## config.mk

```make
export PLATFORM = sky130hd
export DESIGN_NAME = instr_mem_loader_flat
export DESIGN_NICKNAME = d
export VERILOG_FILES = /design/src/rtl/instr_mem_loader_if.sv /design/src/rtl/instr_mem_loader.sv /design/src/flat_wrapper.sv
export SDC_FILE = /design/constraint.sdc
export NUM_CORES = 1
export LEC_CHECK = 0
export ABC_CLOCK_PERIOD_IN_PS = 2700
export BUFFER_PORTS_ARGS = -buffer_cell sky130_fd_sc_hd__buf_2
export CORE_ASPECT_RATIO = 1.1
export CORE_MARGIN = 5
export CORE_UTILIZATION = 29
export DETAILED_ROUTE_END_ITERATION = 8
export HOLD_SLACK_MARGIN = 0.12
export REMOVE_ABC_BUFFERS = 1
export SYNTH_ARGS = -nofsm -noshare
export SYNTH_HDL_FRONTEND = slang
export SYNTH_SLANG_ARGS = --single-unit
```

## constraint.sdc

```tcl
create_clock -name clk -period 2.7 [get_ports clk]
set_input_delay 0.54 -clock clk [delete_from_list [all_inputs] [get_ports clk]]
set_output_delay 0.54 -clock clk [all_outputs]
set_load 0.02 [all_outputs]
```

## src/rtl/instr_mem_loader_if.sv

```systemverilog
// Boot byte stream in, instruction memory write port out.
// The loader sits on the slave side of both.
interface instr_mem_loader_if #(
  parameter int ADDR_W = 10
);
  logic [7:0]        byte_data;
  logic              byte_valid;
  logic              byte_ready;
  logic              mem_we;
  logic [ADDR_W-1:0] mem_addr;
  logic [31:0]       mem_wdata;

  modport master (
    output byte_data, byte_valid,
    input  byte_ready, mem_we, mem_addr, mem_wdata
  );

  modport slave (
    input  byte_data, byte_valid,
    output byte_ready, mem_we, mem_addr, mem_wdata
  );
endinterface

```

## src/rtl/instr_mem_loader.sv

```systemverilog
// Packs a length-prefixed big-endian byte stream into the
// instruction ROM, then pads the rest of the ROM with FILL_WORD.
module instr_mem_loader #(
  parameter int          ADDR_W    = 10,
  parameter int          DEPTH     = 1024,
  parameter logic [31:0] FILL_WORD = 32'h0000_0000
) (
  input  logic          clk,
  input  logic          reset,
  input  logic          start,
  instr_mem_loader_if.slave bus,
  output logic          busy,
  output logic          done,
  output logic          error
);
  typedef enum logic [2:0] {
    IDLE, HDR_HI, HDR_LO, DATA, FILL, DONE, ERR
  } state_t;

  localparam logic [16:0] DEPTH_W = 17'(DEPTH);
  localparam logic [15:0] LAST    = 16'(DEPTH - 1);

  state_t      state, state_n;
  logic [7:0]  hdr_hi;
  logic [15:0] n_words;
  logic [15:0] word_idx;
  logic [1:0]  byte_idx;
  logic [23:0] shreg;
  logic [15:0] n_hdr;
  logic        acc, hdr_ok;
  logic        last_word, short_prog;

  assign acc   = bus.byte_valid & bus.byte_ready;
  assign n_hdr = {hdr_hi, bus.byte_data};
  assign hdr_ok = (n_hdr != 16'd0) &&
                  ({1'b0, n_hdr} <= DEPTH_W);
  assign last_word = (byte_idx == 2'd3) &&
                     (word_idx == n_words - 16'd1);
  assign short_prog = {1'b0, n_words} < DEPTH_W;

  assign bus.byte_ready = state inside {HDR_HI, HDR_LO, DATA};
  assign busy  = state inside {HDR_HI, HDR_LO, DATA, FILL};
  assign done  = (state == DONE);
  assign error = (state == ERR);

  always_ff @(posedge clk) begin
    if (reset) state <= IDLE;
    else       state <= state_n;
  end

  always_comb begin
    state_n = state;
    unique case (state)
      IDLE, DONE, ERR:
        if (start) state_n = HDR_HI;
      HDR_HI:
        if (acc) state_n = HDR_LO;
      HDR_LO:
        if (acc) state_n = hdr_ok ? DATA : ERR;
      DATA:
        if (acc && last_word)
          state_n = short_prog ? FILL : DONE;
      FILL:
        if (word_idx == LAST) state_n = DONE;
      default: state_n = IDLE;
    endcase
  end

  // word_idx doubles as the fill address once data is in
  always_ff @(posedge clk) begin
    if (reset) begin
      hdr_hi        <= '0;
      n_words       <= '0;
      word_idx      <= '0;
      byte_idx      <= '0;
      shreg         <= '0;
      bus.mem_we    <= 1'b0;
      bus.mem_addr  <= '0;
      bus.mem_wdata <= '0;
    end else begin
      bus.mem_we <= 1'b0;
      unique case (state)
        IDLE, DONE, ERR:
          if (start) begin
            word_idx <= '0;
            byte_idx <= '0;
            n_words  <= '0;
          end
        HDR_HI:
          if (acc) hdr_hi <= bus.byte_data;
        HDR_LO:
          if (acc) n_words <= n_hdr;
        DATA:
          if (acc) begin
            if (byte_idx == 2'd3) begin
              bus.mem_we    <= 1'b1;
              bus.mem_addr  <= word_idx[ADDR_W-1:0];
              bus.mem_wdata <= {shreg, bus.byte_data};
              word_idx      <= word_idx + 16'd1;
            end else begin
              shreg <= {shreg[15:0], bus.byte_data};
            end
            byte_idx <= byte_idx + 2'd1;
          end
        FILL: begin
          bus.mem_we    <= 1'b1;
          bus.mem_addr  <= word_idx[ADDR_W-1:0];
          bus.mem_wdata <= FILL_WORD;
          word_idx      <= word_idx + 16'd1;
        end
        default: ;
      endcase
    end
  end
endmodule

```

## src/flat_wrapper.sv

```systemverilog
// flat-port wrapper written by rule: the top's interface ports become plain ports
module instr_mem_loader_flat 
#(
  parameter int          ADDR_W    = 10,
  parameter int          DEPTH     = 1024,
  parameter logic [31:0] FILL_WORD = 32'h0000_0000
)
  (clk, reset, start, busy, done, error, bus_byte_data, bus_byte_valid, bus_byte_ready, bus_mem_we, bus_mem_addr, bus_mem_wdata);
  instr_mem_loader_if #(.ADDR_W(ADDR_W)) bus_i ();
  input  logic clk;
  input  logic reset;
  input  logic start;
  output logic busy;
  output logic done;
  output logic error;
  input wire logic [$bits(bus_i.byte_data)-1:0] bus_byte_data;
  input wire logic [$bits(bus_i.byte_valid)-1:0] bus_byte_valid;
  output wire logic [$bits(bus_i.byte_ready)-1:0] bus_byte_ready;
  output wire logic [$bits(bus_i.mem_we)-1:0] bus_mem_we;
  output wire logic [$bits(bus_i.mem_addr)-1:0] bus_mem_addr;
  output wire logic [$bits(bus_i.mem_wdata)-1:0] bus_mem_wdata;
  assign bus_i.byte_data = bus_byte_data;
  assign bus_i.byte_valid = bus_byte_valid;
  assign bus_byte_ready = bus_i.byte_ready;
  assign bus_mem_we = bus_i.mem_we;
  assign bus_mem_addr = bus_i.mem_addr;
  assign bus_mem_wdata = bus_i.mem_wdata;
  instr_mem_loader #(.ADDR_W(ADDR_W), .DEPTH(DEPTH), .FILL_WORD(FILL_WORD)) u_core (.clk(clk), .reset(reset), .start(start), .bus(bus_i), .busy(busy), .done(done), .error(error));
endmodule
```

# [Word-level counts from Yosys, hierarchy flattened]
# Index checks and enable logic that the tools add are counted.
[word_totals] ff_bits=112 inputBits=12 output_inout_bits=47 wordCells=77
[op_classes] addsub=3 n_lt_le_gt_ge=2 n_eq_ne=16 n_mux=26 n_bitwise=2 reduce_logical=19
[op_table] operator="$mux 16" n=4
[op_table] operator="$mux 32" n=2
[op_table] operator="$pmux 32 s2" n=1
[op_table] operator="$pmux 16 s3" n=1
[op_table] operator="$pmux 16 s2" n=1
[op_table] operator="$mux 10" n=2
[op_table] operator="$pmux 10 s2" n=1
[op_table] operator="$mux 3" n=6
[op_table] operator="$add 16x1->16 const B" n=1
[op_table] operator="$eq 16x10->1 const B" n=1
[op_table] operator="$eq 16x16->1" n=1
[op_table] operator="$le 16x11->1 const B" n=1
[op_table] operator="$lt 16x11->1 const B" n=1
[op_table] operator="$reduce_bool 16->1" n=1
[op_table] operator="$sub 16x1->16 const B" n=1
[op_table] operator="$pmux 3 s5" n=1
[op_table] operator="$reduce_and 3->1" n=4
[op_table] operator="$eq 3x3->1 const B" n=3
[op_table] operator="$ne 2x2->1 const B" n=4
[op_table] operator="$eq 3x2->1 const B" n=2
[op_table] operator="$ne 2x1->1 const B" n=3
[op_table] operator="$reduce_bool 2->1" n=3
[op_table] operator="$reduce_bool 3->1" n=2
[op_table] operator="$reduce_and 5->1" n=1
[op_table] operator="15 further kinds" n=20

# [Depth between registers and ports, before layout]
[logic_depth] ltp_word=6 depth_mapped=11

# [Worst setup path before layout]
# Ideal clock, no wire load.
[synth_path] path_type="flip-flop to flip-flop" start="register u_core.n_words[0]" end="register u_core.state[2]" setup_time_ps=133 arrival_time_ps=2225 required_time_ps=2567 path_slack_ps=343 stages_incl_launch_ff=12 path_buffers=2 period_less_slack_ps=2357 cell_sequence="dfxtp_1 -> clkbuf_1 -> inv_1 -> ha_1 -> clkbuf_1 -> o21bai_1 -> a31oi_1 -> nor4bb_1 -> nor4_1 -> nand4b_1 -> a211oi_1 -> a311oi_1"
[synth_via] elab_chain_cells=6
[synth_rtl] element="start, declared" line="instr_mem_loader.sv:25" source="logic [15:0] n_words;"
[synth_rtl] element="start signal, assigned" line="instr_mem_loader.sv:92" source="if (acc) n_words <= n_hdr;"
[synth_rtl] element="$sub 16x1->16" line="instr_mem_loader.sv:38" source="(word_idx == n_words - 16'd1);"
[synth_rtl] element="$eq 16x16->1" line="instr_mem_loader.sv:38"
[synth_rtl] element="$logic_and 1x1->1" line="instr_mem_loader.sv:37" source="assign last_word = (byte_idx == 2'd3) &&"
[synth_rtl] element="$logic_and 1x1->1" line="instr_mem_loader.sv:61" source="if (acc && last_word)"
[synth_rtl] element="$ne 2x2->1 (no line)"
[synth_rtl] element="$reduce_and 5->1 (no line)"
[synth_rtl] element="end signal, assigned" line="instr_mem_loader.sv:48" source="else state <= state_n;"
[synth_rtl] element="end, declared" line="instr_mem_loader.sv:23" source="state_t state, state_n;"
# No other way between the ends.
# A chain may end at the register's enable or synchronous reset.

# [Worst setup path in the final report]
[layout_path] start="register u_core.n_words[1]" end="register u_core.state[0]"
[layout_via] elab_chain_cells=6
[layout_rtl] element="$sub 16x1->16" line="instr_mem_loader.sv:38"
[layout_rtl] element="$eq 16x16->1" line="instr_mem_loader.sv:38"
[layout_rtl] element="$logic_and 1x1->1" line="instr_mem_loader.sv:37"
[layout_rtl] element="$logic_and 1x1->1" line="instr_mem_loader.sv:61"
[layout_rtl] element="$ne 2x2->1 (no line)"
[layout_rtl] element="$reduce_and 5->1 (no line)"
# Parallel ways exist; a longest one is shown, timed or not. The select of a mux whose other input is x is not followed.

==> summary.md <==
| Metric | Value |
|---|---|
| Status | finished, final reports clean |
| Synth unique cells | just under 60 |
| Final Cycle Share | approximately 93% |
| Cell count of the worst reg-to-reg path | 9 |
| Initial DRC Count | ~320 |
| Post-Syn Instances | roughly 650 |
| Critical path startpoint category | flip-flop |
| Initial antenna violation count | 0 |
| Rel. slew slack | between 60% and 70% |
| WP data required | ~3 ns |
| Number of H-tree levels | 3 |
| Fin. max-slew vios | 0 |
| Crit path max-delay family | simple AND/OR/NAND/NOR gates |
| Worst Tran Pin Value | around 0.57 ns |
| Placed Area | 5570 sq um |
| Leak pwr | between 2 and 2.5 nW |
| Max Fanout on Critical Path | 8 |
| Seq/Total Area, Yosys | 44.6% |
| Layout Skew | ~0.012 ns |
| Mapped cell area | slightly above 5000 sq um |
| Flops & latches, synth | between 100 and 150 |
| Combinational Power Share | slightly above 30% |
| R2R setup slack | ~0.18 ns |
| Reg-to-Reg End | u_core.state[0] |
| Die Y | roughly 150 um |
| Design Area, Final | 5900 sq um |
| Reg clk slew, reported paths | about 0.080 ns |
| Crit path max-delay cell type | dfxtp_1 |
| IO Port Bufs | 58 |
| Yosys warnings | 0 |
| Met3 Track Usage GR | 2.06% |
| Crit path time final | about 2.5 ns |
| P_sw | between 1.5 and 2 mW |
| Hold_sp | u_core.bus.mem_addr[6] |
| Post-layout power | about 4.8 mW |
| Dpl hpwl | between 9 and 10 mm |
| Wire length of the first global-routing pass | 22.2 mm |
| Clock latency on the worst-skew pair | around 0.37 ns |
| Number of hold buffers added after CTS | 0 |
| Wire length per cell | approximately 15 um |
| Mean area per synthesized cell | a little under 8 sq um |
| Number of flops mapped to enable cells by yosys | 0 |
| Switch share | between 30% and 40% |
| RSZ-0062 raised after global routing | no |
| Max IR drop VDD | a little over 0.3 mV |
| Critical path, cell by cell | inv_1, ha_1, xnor2_1, nor4b_1, nand4_1, nor4_1, nand4b_1, buf_4, a311oi_1 |
| Synthesis-to-layout area growth | 17.3% |
| # Max-Cap Violations | 0 |
| Pwr Density | a little over 800 nW/um^2 |
| Busiest grt layer | met2 |
| WP buf/inv | 2 |
| GRT Overall Usage | roughly 14% |
| Critical path class | reg2reg |
| M2 GR Usage | a little under a quarter |
| Max Clock Freq | slightly below 0.4 GHz |
| Remaining Overflow, GRT | 0 |
| Vias in the first global route | 4273 |
| Final ANT Viol Nets | 0 |
| Die Width | between 100 and 150 um |
| CTS tree | built |
| FF-to-FF Start | u_core.n_words[1] |
| Final setup vio count | 0 |
| Sink Count | roughly 110 |
| Hold WC Path Type | reg2reg |
| Reg power frac | between 30% and 40% |
| Placer Congestion | between 0.9 and 1 |
| Drt drc | 0 |
| Crit path DAT | between 2 and 3 ns |
| Vias per std cell | just under 5 |
| Ports | between 50 and 60 |
| Fin util | 34.7% |
| Largest net degree at the start of global routing | 43 |
| Maximum buffer depth of the clock tree | 2 |
| Num CTS Buffers | 9 |
| Final WL | roughly 14 mm |
| Cell Int Power | just under 3 mW |
| Share of layout cells above drive strength 1 | 14.9% |
| Final hold violation count | 0 |
| Effective utilization at floorplan | between 20 and 30% |
| Hold path depth | 2 |
| Clock share of power | a little under a third |
| Fraction of registers with async set or reset after synthesis | 0% |
| Core ar. | 17000 sq um |
| Die ar. | around 20000 sq um |
| Placed Cells incl. Taps | 909 |
| GRT met1 Usage | a little under a fifth |
| Main synth FF type | dfxtp_1 |
| CP max stage delay | 0.47 ns |
| Filler cells | about 1900 |
| Number of diodes | 0 |
| Num rows | 50 |
| Final std cells w/o fill | 926 |
| Clk root buf | clkbuf_16 |
| Drt first pass iters | 5 |
| Nets@finish | 702 |
| Hold Path End | u_core.bus.mem_addr[6] |
| CP endpoint kind | flip-flop |
| TNS Setup | 0 ns |
| Vias | 4482 |
## stage by stage
stage	setup slack, ns	hold slack [ns]
detailed placement	0.137	0.441
global placement	0.204	0.436
global route	0.00291	0.468
CTS	0.128	0.449
floorplan	0.177	0.431
finish	0.177	0.449
## cell usage after synthesis, drive strengths merged (3+ instances only)
master,number,share of area [%]
xnor2,22,3.8
ha,3,0.75
nand3,58,5.8
o21ai,13,1.3
buf,6,0.80
nand2b,3,0.37
a211oi,3,0.45
or3,6,0.75
nand2,146,11
clkbuf,45,3.4
nor3,10,1.0
nor4b,3,0.52
nor4,9,1.4
xor2,11,1.9
a21oi,101,10
a311oi,3,0.52
and2,4,0.50
inv,13,0.97
nor2b,5,0.62
dfxtp,112,45
nor2,27,2.0
or4,3,0.52
nand4,8,1.0
## power by group through the flow
stage | Sequential (mW) | Clock, mW | Combinational, mW
CTS | 1.86 | 1.48 | 1.50
global route | 1.88 | 1.54 | 1.65
detailed placement | 1.90 | 0 | 1.50
global placement | 1.90 | 0 | 1.49
floorplan | 1.91 | 0 | 0.890
finish | 1.86 | 1.44 | 1.48
## worst max-delay path by stage
stage	from	to	slack, ns	cells after the start
global route	u_core.n_words[1]	u_core.state[0]	0.003	9
CTS	u_core.n_words[1]	u_core.state[2]	0.13	9
floorplan	u_core.state[1]	u_core.bus.mem_addr[0]	0.18	5
detailed placement	u_core.n_words[1]	u_core.state[2]	0.14	9
global placement	u_core.n_words[1]	u_core.state[2]	0.20	9
finish	u_core.n_words[1]	u_core.state[0]	0.18	9
## state kept, by name, summed over array words and instances (netlist names)
register / count
u_core.bus.mem_wdata: 32
u_core.hdr_hi: 8
u_core.shreg: 24
u_core.state: 3
u_core.bus.mem_addr: 10
u_core.n_words: 16
u_core.byte_idx: 2
u_core.word_idx: 16
u_core.bus.mem_we: 1
## per-layer routing
metal	wire, um	part of all wire, %	vias up
li1	-	-	2286
met1	6420	47	2116
met2	6590	48	68
met3	326	2.4	12
met4	253	1.9	0
met5	0	0	-
## cells by family after synthesis
kind of cell | count (synthesis) | synth area share, %
xor gates and xnor gates | 34 | 6.20
buffers and inverters | 64 | 5.13
DFF | 112 | 44.6
muxes | 2 | 0.398
adders and majority gates | 4 | 0.946
AOI/OAI and AO/OA | 140 | 15.9
and+or+nand+nor | 292 | 26.9
## timing repair
item,in CTS,in global routing
resized for setup,0,0
setup endpoints to repair,0,1
buffers inserted,0,1
## tightest hold or removal path, cell delays in order, from the launching register on
cell     delay, ns
dfxtp_1       0.31
nand2_1       0.05
a21oi_1       0.05
## area by class of cell
class                      count  area [sq um]  share of cell area [%]
sequential                   112          2240                    38.0
timing repair buffer          79           463                    7.85
clock buffer                   9           225                    3.82
clock inverter                 7          96.3                    1.63
multi-input combinational    472          2530                    42.9
inverter                      13          48.8                   0.827
tap                          234           293                    4.96
## cell usage in the layout, fill, tap and decap left out, types with 2 or more instances in the layout
| master | count |
|---|---|
| buf_2 | 57 |
| nor2b_1 | 5 |
| nor4_1 | 7 |
| nand3_1 | 58 |
| or3_1 | 6 |
| nand2b_1 | 3 |
| ha_1 | 3 |
| nor4b_1 | 3 |
| a211oi_1 | 3 |
| o21ai_1 | 5 |
| and3_1 | 2 |
| or4_1 | 2 |
| a21oi_1 | 101 |
| o21ai_0 | 8 |
| and2_1 | 4 |
| nand2_1 | 146 |
| buf_4 | 21 |
| o22ai_1 | 2 |
| a21boi_0 | 2 |
| xnor2_1 | 22 |
| nand4_1 | 8 |
| mux2i_1 | 2 |
| dfxtp_1 | 112 |
| nor4_2 | 2 |
| inv_1 | 12 |
| nor2_1 | 27 |
| o31ai_1 | 2 |
| clkbuf_16 | 9 |
| inv_8 | 3 |
| nor3_1 | 10 |
| xor2_1 | 11 |
| a311oi_1 | 3 |
Power figures use the tool's default switching activity.
